==> src/rtl/ring_freq_meter.sv <==
// Ring-oscillator frequency meter: synchronises osc_in, counts its rising edges
// over a 2^(GATE_BASE_LOG2+gate_sel) cycle gate window and reports a saturating count.
module ring_freq_meter #(
  parameter int SYNC_STAGES    = 2,
  parameter int CNT_W          = 16,
  parameter int GATE_BASE_LOG2 = 6
) (
  input  logic             clk,
  input  logic             rst_n,
  input  logic             osc_in,
  input  logic             start,
  input  logic             abort,
  input  logic [2:0]       gate_sel,
  output logic             busy,
  output logic             result_valid,
  output logic [CNT_W-1:0] result,
  output logic             overflow
);

  // Wide enough to hold the longest window, 2^(GATE_BASE_LOG2+7).
  localparam int GATE_W = GATE_BASE_LOG2 + 8;

  localparam logic [1:0] S_IDLE = 2'd0;
  localparam logic [1:0] S_ARM  = 2'd1;
  localparam logic [1:0] S_GATE = 2'd2;
  localparam logic [1:0] S_DONE = 2'd3;

  localparam logic [CNT_W-1:0]  CNT_MAX  = {CNT_W{1'b1}};
  localparam logic [GATE_W-1:0] GATE_ONE = {{(GATE_W-1){1'b0}}, 1'b1};

  logic [SYNC_STAGES-1:0] sync_reg;
  logic                   hist_reg;
  logic                   edge_det;

  logic [1:0]        state_reg;
  logic [1:0]        state_next;
  logic [GATE_W-1:0] gate_cnt_reg;
  logic [GATE_W-1:0] gate_load;
  logic [CNT_W-1:0]  edge_cnt_reg;
  logic              sat_reg;
  logic              busy_reg;
  logic              valid_reg;
  logic [CNT_W-1:0]  result_reg;
  logic              overflow_reg;

  // The synchroniser and edge history run in every state so the first GATE
  // cycle already sees a settled history bit.
  always_ff @(posedge clk or negedge rst_n) begin
    if (!rst_n) begin
      sync_reg <= '0;
      hist_reg <= 1'b0;
    end else begin
      if (SYNC_STAGES > 1) begin
        sync_reg <= {sync_reg[SYNC_STAGES-2:0], osc_in};
      end else begin
        sync_reg <= osc_in;
      end
      hist_reg <= sync_reg[SYNC_STAGES-1];
    end
  end

  assign edge_det  = sync_reg[SYNC_STAGES-1] & ~hist_reg;
  assign gate_load = GATE_ONE << (GATE_BASE_LOG2 + 32'(gate_sel));

  always_comb begin
    state_next = state_reg;
    case (state_reg)
      S_IDLE: if (start) state_next = S_ARM;
      S_ARM:  state_next = abort ? S_IDLE : S_GATE;
      S_GATE: begin
        if (abort) begin
          state_next = S_IDLE;
        end else if (gate_cnt_reg == GATE_ONE) begin
          state_next = S_DONE;
        end
      end
      S_DONE:  state_next = S_IDLE;
      default: state_next = S_IDLE;
    endcase
  end

  always_ff @(posedge clk or negedge rst_n) begin
    if (!rst_n) begin
      state_reg    <= S_IDLE;
      gate_cnt_reg <= '0;
      edge_cnt_reg <= '0;
      sat_reg      <= 1'b0;
      busy_reg     <= 1'b0;
      valid_reg    <= 1'b0;
      result_reg   <= '0;
      overflow_reg <= 1'b0;
    end else begin
      state_reg <= state_next;
      busy_reg  <= (state_next != S_IDLE);
      valid_reg <= (state_reg == S_DONE);
      case (state_reg)
        S_ARM: begin
          // Loading the window here is what freezes gate_sel for the run.
          gate_cnt_reg <= gate_load;
          edge_cnt_reg <= '0;
          sat_reg      <= 1'b0;
        end
        S_GATE: begin
          gate_cnt_reg <= gate_cnt_reg - GATE_ONE;
          if (edge_det) begin
            if (edge_cnt_reg == CNT_MAX) begin
              sat_reg <= 1'b1;
            end else begin
              edge_cnt_reg <= edge_cnt_reg + 1'b1;
            end
          end
        end
        S_DONE: begin
          result_reg   <= edge_cnt_reg;
          overflow_reg <= sat_reg;
        end
        default: ;
      endcase
    end
  end

  assign busy         = busy_reg;
  assign result_valid = valid_reg;
  assign result       = result_reg;
  assign overflow     = overflow_reg;

endmodule

==> config.mk <==
export PLATFORM = sky130hd
export DESIGN_NAME = ring_freq_meter
export DESIGN_NICKNAME = d
export VERILOG_FILES = /design/src/rtl/ring_freq_meter.sv
export SDC_FILE = /design/constraint.sdc
export NUM_CORES = 1
export LEC_CHECK = 0
export ABC_AREA = 1
export BUFFER_PORTS_ARGS = -buffer_cell sky130_fd_sc_hd__buf_2
export CAP_MARGIN = 20
export CORE_ASPECT_RATIO = 1.5
export CORE_MARGIN = 2
export CORE_UTILIZATION = 43
export CTS_CLUSTER_DIAMETER = 30
export DETAILED_ROUTE_END_ITERATION = 16
export GPL_ROUTABILITY_DRIVEN = 0
export SETUP_SLACK_MARGIN = 0.2
export SLEW_MARGIN = 20
export SYNTH_ARGS = -nofsm -noshare
export SYNTH_HDL_FRONTEND = slang
export SYNTH_SLANG_ARGS = --single-unit
==> constraint.sdc <==
create_clock -name clk -period 2.2 [get_ports clk]
set_clock_uncertainty 0.05 [all_clocks]
set_input_delay 0.22 -clock clk [delete_from_list [all_inputs] [get_ports clk]]
set_output_delay 0.22 -clock clk [all_outputs]
set_load 0.005 [all_outputs]
* Word level (Yosys, flattened, before mapping)
Index checks and enable logic that the tools add are counted. Widths: inputs -> output; s select.
Storage, ports and cells: register bits after elaboration 55, input port bits 8, output and inout bits 19
Cells by class: add/subtract/negate cells 3, eq/ne operators 8, shifts and indexed selects 1, muxes and demuxes 12, bitwise logic cells 2, reduce and logical (&&, ||, !) cells 5
Operator list (number):
- $mux 16 | 2
- $pmux 16 s2 | 1
- $pmux 14 s2 | 1
- $add 16x1->16 const B | 1
- $eq 16x16->1 const B | 1
- $eq 14x1->1 const B | 1
- $shl 1x4->14 const A | 1
- $sub 14x1->14 const B | 1
- $mux 2 | 4
- $pmux 2 s4 | 1
- $ne 2x2->1 const B | 3
- $reduce_and 3->1 | 2
- $add 3x3->4 const A | 1
- $eq 2x2->1 const B | 2
- $reduce_bool 2->1 | 2
- $eq 2x1->1 const B | 1
- $logic_not 2->1 | 1
- $mux 1 | 2
- $pmux 1 s2 | 1
- $and 1x1->1 | 1
- $not 1->1 | 1

* Depth between registers and ports, before layout
depth in word-level cells 5, depth in mapped cells 11, mapped depth without buffers 10

* Worst setup path after synthesis
No wires, ideal clock.
path type reg2reg, start reg state_reg[0], end reg busy_reg (netlist: busy), setup time 0.131 ns, arrival 1.455 ns, required time 2.019 ns, path slack 0.565 ns, cell stages (with the launch flop) 9, buffers on the path 2, path through dfrtp_1 inv_1 ha_1 buf_2 inv_1 clkbuf_1 nor2_1 a21oi_1 nand3_1
Between the ends: word-level cells in the longest chain between the ends 4, elaborated cells on any way between the ends 9
Ends and longest elaborated chain:
- start: declaration | line 35 | logic [1:0] state_reg;
- start signal: assignment | line 93 | state_reg <= state_next;
- $mux 2 | line 73 | end else if (gate_cnt_reg == GATE_ONE) begin
- $mux 2 | line 71 | if (abort) begin
- $pmux 2 s4 * | line 67 | case (state_reg)
- $reduce_bool 2->1 * | line 94 | busy_reg <= (state_next != S_IDLE);
- end signal: assignment | line 94
- end: declaration | line 41 | logic busy_reg;
Mark *: on every way between the ends. The rest lies on a longest branch, timed or not. A chain may end at the register's enable or synchronous reset.

* Worst setup path after layout
start reg state_reg[0], end reg edge_cnt_reg[2]
Between the ends: word-level cells in the longest chain between the ends 3, elaborated cells on any way between the ends 7
Ends and longest elaborated chain:
- $eq 2x2->1 / $eq 2x1->1 (equally long branches) | line 96 | case (state_reg)
- $ne 2x2->1 (no source line) / $reduce_bool 2->1 (equally long branches)
- $reduce_and 3->1 (no source line)
- end signal: assignment | line 109 | edge_cnt_reg <= edge_cnt_reg + 1'b1;
- end: declaration | line 39 | logic [CNT_W-1:0] edge_cnt_reg;
Parallel ways exist; a longest one is shown, timed or not.

==> flow_summary.yaml <==
pwr:
  p_per_area_nw_per_um2: 1204
  irDropWorstVdd_mv: 0.6873
  leakagePower_nw: 1.753
grt:
  antenna_found_initial: 0
  grt_max_degree: 27
  grt_pass1_vias: 2645
  track_usage: 0.1971
  gr-total-overflow: 0
  grt_pass1_wl_um: 12090
route:
  dr.pass1.iters: 4
  drc: 0
  wl_per_cell_um: 14.11
  totalWireLength_um: 7208
  vias: 2686
  vias_per_cell: 5.256
  drt-initial-drc-count: 127
  ant_nets: 0
timing:
  worst_slack_ns: 0.4286
  hold_violations: 0
  slew_headroom: 0.6184
  fmax_mhz: 564.5
  rsz0062_at_grt: "no"
  post-route-min-period_ns: 1.771
  worst_pin_slew_ns: 0.5724
  setup_viol: 0
  report.final.slew_viol_count: 0
  fin_crit_sh: 0.8052
  tns_ns: 0
setup_path:
  cpMaxStageDelayCell: "dfrtp_1"
  endpoint: "edge_cnt_reg[2]"
  critical_path_class: "flop to flop"
  crit_arrival_ns: 1.92
  rrSetupSlack_ns: 0.43
  r2r_end: "edge_cnt_reg[2]"
  cp-start-kind: "flop"
  r2r-start: "state_reg[0]"
  max_stage_delay_ns: 0.41
  path_max_fanout: 26
  r2r_cells: 7
  cp-startpoint: "state_reg[0]"
  endpoint_kind: "flop"
  worstPathRequired_ns: 2.35
  path_cells: "inv_1 -> ha_1 -> buf_4 -> a21oi_2 -> nand2_4 -> nand2_1 -> o21ai_2"
synth:
  synth_top_area_cell: "dfrtp_1"
  synth_area_um2: 3125
  synth_seq_area_share: 0.4404
  synth_top_area_share: 0.4404
  ys_ff_latch: 55
  synth_cells: 398
  synthTopCellsByArea: "dfrtp_1, nand2_1, nor2_1"
  yosysWarnings: 0
  avgSynthCellArea_um2: 7.853
  synth_nets: 414
  synthDistinctLibCells: 36
cells_and_area:
  seq_area_um2: 1376
  stdcell_count: 511
  drive_above_1_share: 0.1694
  synthToLayoutAreaGrowth_pct: 11.53
  diodes: 0
  fillers: 713
  nets: 446
  multi_input_area_um2: 1531
floorplanning:
  num_rows: 38
  die_h_um: 108.4
  start_util: 0.4382
  pin_count: 27
  coreArea_um2: 7132
  die-area_um2: 7980
  die-width_um: 73.61
min_path:
  hold_path_class: "input pin to flop"
placed_design:
  dp.final_hpwl_um: 5511
  place_ws_ns: 0.4193
  io_buffers: 26
  placedCellCount: 501
outcome:
  outcome: "finished, final reports clean"
job:
  max-cap-violations: 0
clocking:
  clock_latency_ns: 0.31
  cts_resized: 0
  clock_path_buffers: 2
  path_clk_slew_ns: 0.10
  cts_max_level: 2
  cts_tree: "built"
  clockRootBuffer: "clkbuf_8"
  post_cts_buffers: 0
  cts_buffers: 5
  cts_sinks: 55
[cells in the final DEF (no fill, tap or decap), drive strengths merged, types with 7 or more instances in the layout]
| master | netlist | layout |
|---|---|---|
| o21ai | 26 | 26 |
| ha | 8 | 8 |
| nor2 | 64 | 64 |
| inv | 40 | 40 |
| nand3 | 35 | 35 |
| dfrtp | 55 | 55 |
| mux2 | 9 | 9 |
| buf | 5 | 34 |
| nor3 | 7 | 7 |
| nand2 | 95 | 95 |
| a21oi | 24 | 24 |
[metal layers]
metal  vias to the layer above  share of wire  global-route usage
met5                         -              0                   0
met4                         0          0.025             0.08571
met3                        16          0.022             0.02330
met2                        43           0.57              0.3871
met1                      1270           0.38              0.1987
li1                       1357              -                   -
[cells by family after synthesis]
logic type | Yosys count | share of synthesized area
mux | 9 | 0.03243
buf+inv | 51 | 0.06966
simple gates | 209 | 0.2966
fa+ha+maj | 8 | 0.03203
compound gates | 61 | 0.1149
flops | 55 | 0.4404
xor+xnor | 5 | 0.01401
[final cells by class]
class | count | area share
Sequential cell | 55 | 0.3948
Multi-Input combinational cell | 292 | 0.4393
Inverter | 40 | 0.04307
Clock inverter | 2 | 0.01005
Tap cell | 80 | 0.02872
Timing Repair Buffer | 36 | 0.06030
Clock buffer | 6 | 0.02369
[critical path: cells and delay by family (launching register included)]
family | cells | cell delay (ns)
flip-flops | 1 | 0.41
AND/OR/NAND/NOR | 2 | 0.37
AO/OA/AOI/OAI | 2 | 0.33
buffers and inverters | 2 | 0.27
adder cells (fa/ha/maj) | 1 | 0.23
[report_power, final]
part	internal, mW	total (mW)	switching [mW]
logic	0.669	2.02	1.36
clock network	0.369	0.700	0.331
registers	1.26	1.47	0.211
[cell usage after synthesis (all sizes together)]
library cell  count
nand2            95
nor2             64
dfrtp            55
inv              40
nand3            35
o21ai            26
a21oi            24
mux2              9
ha                8
nor3              7
clkbuf            6
buf               5
xor2              5
nand4             4
o22ai             3
or2               3
a22oi             2
o21bai            2
a21boi            1
a22o              1
a31oi             1
nand3b            1
o211ai            1
[worst min-delay path by stage]
stage          start           end  slack (ns)  depth (start not counted)
2_1_floorplan  rst_n          busy       -0.13                          0
3_3_place_gp   rst_n    result[12]        0.19                          1
4_1_cts        start  state_reg[0]        0.17                          3
6_report       start  state_reg[0]        0.19                          3
3_5_place_dp   rst_n    result[12]        0.21                          1
5_1_grt        start  state_reg[0]        0.20                          3
[repair_timing]
item / 4_1_cts / 5_1_grt
setup endpoints to repair: 0 / 0
hold buffers: 2 / 0
endpoints found under the hold margin: 23 / 0
[per-stage QoR]
step	utilization	instance area (µm²)	total power [mW]	hold WS [ns]
after floorplan	-	3126	2.999	-0.1256
after global placement	0.4695	3348	3.508	0.1950
after detailed placement	0.4695	3348	3.532	0.2053
after CTS	0.4888	3486	4.247	0.1687
after global routing	0.4888	3486	4.623	0.2033
final	0.4888	3486	4.199	0.1873
No activity file was read; power rests on OpenSTA's default activity.
